### config.mk
export PLATFORM = sky130hd
export DESIGN_NAME = destroyable_block_array
export DESIGN_NICKNAME = d
export VERILOG_FILES = /design/src/rtl/destroyable_block_array.sv
export SDC_FILE = /design/constraint.sdc
export NUM_CORES = 1
export LEC_CHECK = 0
export ABC_AREA = 0
export CORE_MARGIN = 8
export CORE_UTILIZATION = 52
export CTS_CLUSTER_SIZE = 24
export DETAILED_ROUTE_END_ITERATION = 8
export PLACE_DENSITY = 0.82
export RECOVER_POWER = 50
export SLEW_MARGIN = 20
export SYNTH_ARGS = -nofsm -noshare
export SYNTH_HDL_FRONTEND = slang
export SYNTH_SLANG_ARGS = --single-unit
### constraint.sdc
create_clock -name sim_clk -period 3.4 [get_ports sim_clk]
set_clock_uncertainty 0.05 [all_clocks]
set_input_delay 0.34 -clock sim_clk [delete_from_list [all_inputs] [get_ports sim_clk]]
set_output_delay 0.34 -clock sim_clk [all_outputs]
set_load 0.03 [all_outputs]
### src/rtl/destroyable_block_array.sv
// destroyable_block_array
//
// Manages NUM_BLOCKS static, square, destructible level blocks. Each block
// keeps its hit points, a post-hit immunity window and a respawn timer. The
// blade hitbox is tested against every block each tick. When more than one
// block qualifies, only the lowest-index block takes the hit.
//
// Ports
//   sim_clk         game tick clock; all state changes on its rising edge
//   reset           synchronous, active-high; overrides every other event
//   bladePos        {x[19:10], y[9:0]}, the blade top-left corner
//   bladeActive     blade in flight; no hits are taken while low
//   blockPos        {x,y} per block (block i at [20i+19:20i]); constant INIT_POS
//   blockVisible    one bit per block, 1 = drawn (VISIBLE or COOLDOWN)
//   bladeHit        one-tick pulse, registered on the edge that took the hit
//   hitIndex        index of the struck block, meaningful while bladeHit=1
//   destroyedCount  running total of destroyed blocks, saturates at 255
//
// Per-block state
//   state        | meaning
//   ST_VISIBLE   | drawn and collidable
//   ST_COOLDOWN  | drawn, ignores hits until its timer reaches zero
//   ST_DESTROYED | hidden and not collidable until its timer reaches zero
//
// Both timers count down and are loaded with (ticks-1). The block leaves the
// timed state on the edge that follows terminal count, so the window lasts
// exactly HIT_COOLDOWN or RESPAWN_TICKS ticks. Hits are decided from the
// registered state. A block that returns to VISIBLE on an edge therefore
// cannot be struck on that same edge.
module destroyable_block_array #(
  parameter int NUM_BLOCKS    = 4,
  parameter int BLOCK_SIZE    = 32,
  parameter int BLADE_SIZE    = 16,
  parameter int HIT_POINTS    = 2,
  parameter int HIT_COOLDOWN  = 8,
  parameter int RESPAWN_TICKS = 600,
  parameter logic [20*NUM_BLOCKS-1:0] INIT_POS = {NUM_BLOCKS{10'd300, 10'd200}}
) (
  input  logic                    sim_clk,
  input  logic                    reset,
  input  logic [19:0]             bladePos,
  input  logic                    bladeActive,
  output logic [20*NUM_BLOCKS-1:0] blockPos,
  output logic [NUM_BLOCKS-1:0]   blockVisible,
  output logic                    bladeHit,
  output logic [3:0]              hitIndex,
  output logic [7:0]              destroyedCount
);

  localparam int MAX_TICKS = (HIT_COOLDOWN > RESPAWN_TICKS) ? HIT_COOLDOWN : RESPAWN_TICKS;
  localparam int TIMER_W   = (MAX_TICKS > 1) ? $clog2(MAX_TICKS) : 1;

  localparam logic [TIMER_W-1:0] COOL_LOAD    = TIMER_W'(HIT_COOLDOWN - 1);
  localparam logic [TIMER_W-1:0] RESPAWN_LOAD = TIMER_W'(RESPAWN_TICKS - 1);
  localparam logic [2:0]         HP_FULL      = 3'(HIT_POINTS);
  localparam logic [10:0]        BLOCK_EXT    = 11'(BLOCK_SIZE);
  localparam logic [10:0]        BLADE_EXT    = 11'(BLADE_SIZE);

  typedef enum logic [1:0] {
    ST_VISIBLE   = 2'd0,
    ST_COOLDOWN  = 2'd1,
    ST_DESTROYED = 2'd2
  } blockState_t;

  blockState_t          state     [NUM_BLOCKS];
  blockState_t          stateNext [NUM_BLOCKS];
  logic [2:0]           hp        [NUM_BLOCKS];
  logic [2:0]           hpNext    [NUM_BLOCKS];
  logic [TIMER_W-1:0]   timer     [NUM_BLOCKS];
  logic [TIMER_W-1:0]   timerNext [NUM_BLOCKS];

  logic [NUM_BLOCKS-1:0] overlap;
  logic [NUM_BLOCKS-1:0] eligible;
  logic                  anyHit;
  logic [3:0]            hitSel;
  logic                  destroyEvent;

  logic                  bladeHitNext;
  logic [3:0]            hitIndexNext;
  logic [7:0]            destroyedCountNext;

  // Coordinates are widened to 11 bits so that x+size never wraps.
  function automatic logic boxOverlap(input logic [19:0] blade, input logic [19:0] blk);
    logic [10:0] bx, by, x, y;
    bx = {1'b0, blade[19:10]};
    by = {1'b0, blade[9:0]};
    x  = {1'b0, blk[19:10]};
    y  = {1'b0, blk[9:0]};
    return (bx < x + BLOCK_EXT) && (bx + BLADE_EXT > x) &&
           (by < y + BLOCK_EXT) && (by + BLADE_EXT > y);
  endfunction

  assign blockPos = INIT_POS;

  always_comb begin
    overlap      = '0;
    eligible     = '0;
    blockVisible = '0;
    for (int i = 0; i < NUM_BLOCKS; i++) begin
      overlap[i]      = boxOverlap(bladePos, INIT_POS[20*i +: 20]);
      eligible[i]     = bladeActive && overlap[i] && (state[i] == ST_VISIBLE);
      blockVisible[i] = (state[i] != ST_DESTROYED);
    end
  end

  // Scan from the top index down so that the lowest eligible index is kept.
  always_comb begin
    anyHit = |eligible;
    hitSel = 4'd0;
    for (int i = NUM_BLOCKS - 1; i >= 0; i--) begin
      if (eligible[i]) hitSel = 4'(i);
    end
  end

  always_comb begin
    destroyEvent = 1'b0;
    for (int i = 0; i < NUM_BLOCKS; i++) begin
      stateNext[i] = state[i];
      hpNext[i]    = hp[i];
      timerNext[i] = timer[i];
      case (state[i])
        ST_VISIBLE: begin
          if (anyHit && (hitSel == 4'(i))) begin
            if (hp[i] > 3'd1) begin
              hpNext[i]    = hp[i] - 3'd1;
              stateNext[i] = ST_COOLDOWN;
              timerNext[i] = COOL_LOAD;
            end else begin
              stateNext[i] = ST_DESTROYED;
              timerNext[i] = RESPAWN_LOAD;
              destroyEvent = 1'b1;
            end
          end
        end
        ST_COOLDOWN: begin
          if (timer[i] == '0) begin
            stateNext[i] = ST_VISIBLE;
          end else begin
            timerNext[i] = timer[i] - 1'b1;
          end
        end
        ST_DESTROYED: begin
          if (timer[i] == '0) begin
            stateNext[i] = ST_VISIBLE;
            hpNext[i]    = HP_FULL;
          end else begin
            timerNext[i] = timer[i] - 1'b1;
          end
        end
        default: begin
          stateNext[i] = ST_VISIBLE;
          hpNext[i]    = HP_FULL;
          timerNext[i] = '0;
        end
      endcase
    end

    bladeHitNext       = anyHit;
    hitIndexNext       = anyHit ? hitSel : 4'd0;
    destroyedCountNext = destroyedCount;
    if (destroyEvent && (destroyedCount != 8'hFF)) begin
      destroyedCountNext = destroyedCount + 8'd1;
    end
  end

  always_ff @(posedge sim_clk) begin
    if (reset) begin
      for (int i = 0; i < NUM_BLOCKS; i++) begin
        state[i] <= ST_VISIBLE;
        hp[i]    <= HP_FULL;
        timer[i] <= '0;
      end
      bladeHit       <= 1'b0;
      hitIndex       <= 4'd0;
      destroyedCount <= 8'd0;
    end else begin
      for (int i = 0; i < NUM_BLOCKS; i++) begin
        state[i] <= stateNext[i];
        hp[i]    <= hpNext[i];
        timer[i] <= timerNext[i];
      end
      bladeHit       <= bladeHitNext;
      hitIndex       <= hitIndexNext;
      destroyedCount <= destroyedCountNext;
    end
  end

endmodule
==> impl_metrics.yaml <==
placement:
  io_buffers: 37
  post-dp-hpwl_mm: 10.1
  gp_congestion: 0.905
  dp_slack_ps: 182
setup_path:
  crit_path_start_kind: "input pin"
  cpPeakStageDelay_ps: 620
  regToRegSetupSlack_ps: 430
  critPathKind: "input pin to flip-flop"
  cpMaxStageDelayCell: "dlygate4sd3_1"
  worstSetupEndpointType: "flip-flop"
  r2r_end: "destroyedCount[4]"
  r2r_start: "state[0][0]"
  crit_start: "bladePos[4]"
  worst_path_most_repeated_cell: "a31oi_1"
  r2r_cells: 7
  crit_fanout: 14
  path_buf_inv: 2
  crit_family: "compound AO/OA/AOI/OAI gates"
  path_depth: 9
  cp.required_ps: 3610
  critPathCapture: "timer[3][3]"
  arrival_ps: 3220
  path_cells: "dlygate4sd3_1 > ha_1 > a31oi_1 > a31oi_1 > a311o_1 > a31oi_1 > clkbuf_1 > nor4b_1 > a211o_1"
grt:
  grt_pass1_vias: 5205
  overflow: 0
  antenna_found_initial: 0
  grt_use_total_pct: 19.4
  grt_pass1_wl_mm: 23.6
  grt_max_degree: 37
finish:
  multi_input_area_um2: 3470
  final_cell_mix: "82 x conb_1, 71 x dfxtp_1, 60 x a21oi_1, 50 x inv_1, 49 x nand2_1"
  ff_latch_area_um2: 1420
  diodes: 0
  area_delta_synth_final_pct: 6.83
  drive_above_1_share_pct: 7.19
  final_nets: 803
  fillCellCount: 922
  final_common_cell: "conb_1"
clock_tree:
  path_clk_slew_ps: 80
  post_cts_buffers: 0
  numCtsBuffers: 9
  clkLatencyLatePin_ps: 370
  cts-resized-gates: 0
  postCtsHoldBufs: 0
  cts_tree: "yes"
  htreeDepth: 3
  clock-sinks: 71
  clockRootBuffer: "clkbuf_8"
  clock_path_buffers: 2
timing:
  fin_crit_ps: 3010
  fin_setup_tns_ps: 0
  hold_viol_final: 0
  setup_viol: 0
  slew_violations: 0
  maxSlewHeadroom_pct: 47.3
  max_slew.worst_pin.slew_ps: 790
  rsz0062_at_grt: "no"
  timing.fmax_mhz: 333
  layout_setup_ws_ps: 393
  min_period_over_period_pct: 88.5
drt:
  drc: 0
  vias: 5255
  vias_per_cell: 5.92
  drt_first_pass_iters: 6
  wl_per_cell_um: 15.6
  drt_iter0_drc: 623
  antenna_left: 0
  drt_wl_total_mm: 13.9
worst_hold_path:
  hold_class: "flip-flop to flip-flop"
die:
  pin_count: 120
  start_util_pct: 53.4
  die_w_um: 119
  fp-row-count: 37
  die_h_um: 119
  dieArea_um2: 14200
  core-area_um2: 10300
synthesis:
  synth-seq-cells: 71
  yosys.cell_types.count: 78
  netlist_area_um2: 5520
  seq_area_frac_synth_pct: 25.8
  synth_edf_count: 0
  avgSynthCellArea_um2: 7.69
  ys_warn_count: 0
  netlist_instances: 717
  async_flop_share_pct: 0
  synthFlopType: "dfxtp_1"
power_and_ir_drop:
  p_total_mw: 1.72
  ir_drop_mv: 0.193
  leakagePower_nw: 2.39
  p_per_area_nw_per_um2: 293
run:
  maxCapViolations: 0
run_status:
  outcome: "finished clean"
[registers in the layout, indices dropped and copies added (netlist names)]
register        cells
hitIndex            2
hp                 12
state               8
bladeHit            1
timer              40
destroyedCount      8
[final cells by class]
type                       count  area share, %
multi-input combinational    564           59.0
sequential                    71           24.1
timing repair buffer          49           7.60
inverter                      52           3.31
tap                          136           2.89
clock buffer                  13           2.87
clock inverter                 2          0.255
[metrics by stage]
stage	instance area [um^2]	cells	utilization [%]	hold slack [ps]
finish	5890	887	57.1	429
global route	5890	887	57.1	459
CTS	5900	887	57.1	428
detailed placement	5720	872	55.4	413
global placement	5720	872	55.4	386
floorplan	5820	797	-	372
[logic make-up after synthesis]
kind of cell	Yosys count	synth area share [%]
multiplexers	2	0.386
buffers and inverters	162	16.7
AO/OA/AOI/OAI	207	25.4
flip-flops	71	25.8
XOR/XNOR	8	1.27
AND/OR/NAND/NOR	232	22.8
adder cells (fa/ha/maj)	33	7.49
other	2	0.136
[cells in the mapped netlist (all sizes together), types with 4 or more instances]
cell type / instances / share of area (%)
buf: 88 / 12
dfxtp: 71 / 26
a21oi: 60 / 5.4
inv: 51 / 3.5
nand2: 49 / 3.3
o21ai: 49 / 4.4
nor2: 40 / 2.7
ha: 33 / 7.5
nand3: 27 / 2.5
nor3: 23 / 2.1
clkbuf: 22 / 1.5
nor4: 16 / 2.0
a31oi: 12 / 1.4
o31ai: 11 / 1.8
or3: 10 / 1.2
or4: 10 / 1.5
and3: 9 / 1.0
nand4: 9 / 1.0
a211oi: 8 / 1.2
nor2b: 7 / 0.79
o211ai: 7 / 0.95
nand3b: 6 / 0.82
o21a: 6 / 0.82
o32ai: 6 / 0.95
a211o: 5 / 0.79
and2: 5 / 0.59
nor4b: 5 / 0.79
nand2b: 4 / 0.45
nor3b: 4 / 0.64
xnor2: 4 / 0.64
xor2: 4 / 0.64
[where the power goes]
group / total [mW] / switching [mW] / internal, mW
clock: 0.654 / 0.333 / 0.321
sequential: 0.834 / 0.00206 / 0.832
combinational: 0.236 / 0.188 / 0.0481
[layer usage]
metal	vias to the layer above	global-route usage, %	share of wire (%)
met1	2478	22.3	41
met5	-	0	0
met2	248	33.3	49
met4	0	6.80	1.4
li1	2503	-	-
met3	26	5.90	8.8
[worst min path at each step]
stage              from       end  cells after the start
6_report       hp[3][0]  hp[3][0]                      1
5_1_grt        hp[3][0]  hp[3][0]                      1
4_1_cts        hp[3][0]  hp[3][0]                      1
3_5_place_dp   hp[3][0]  hp[3][0]                      1
3_3_place_gp   hp[3][0]  hp[3][0]                      1
2_1_floorplan  hp[3][0]  hp[3][0]                      1
(Power assumes the default switching activity.)
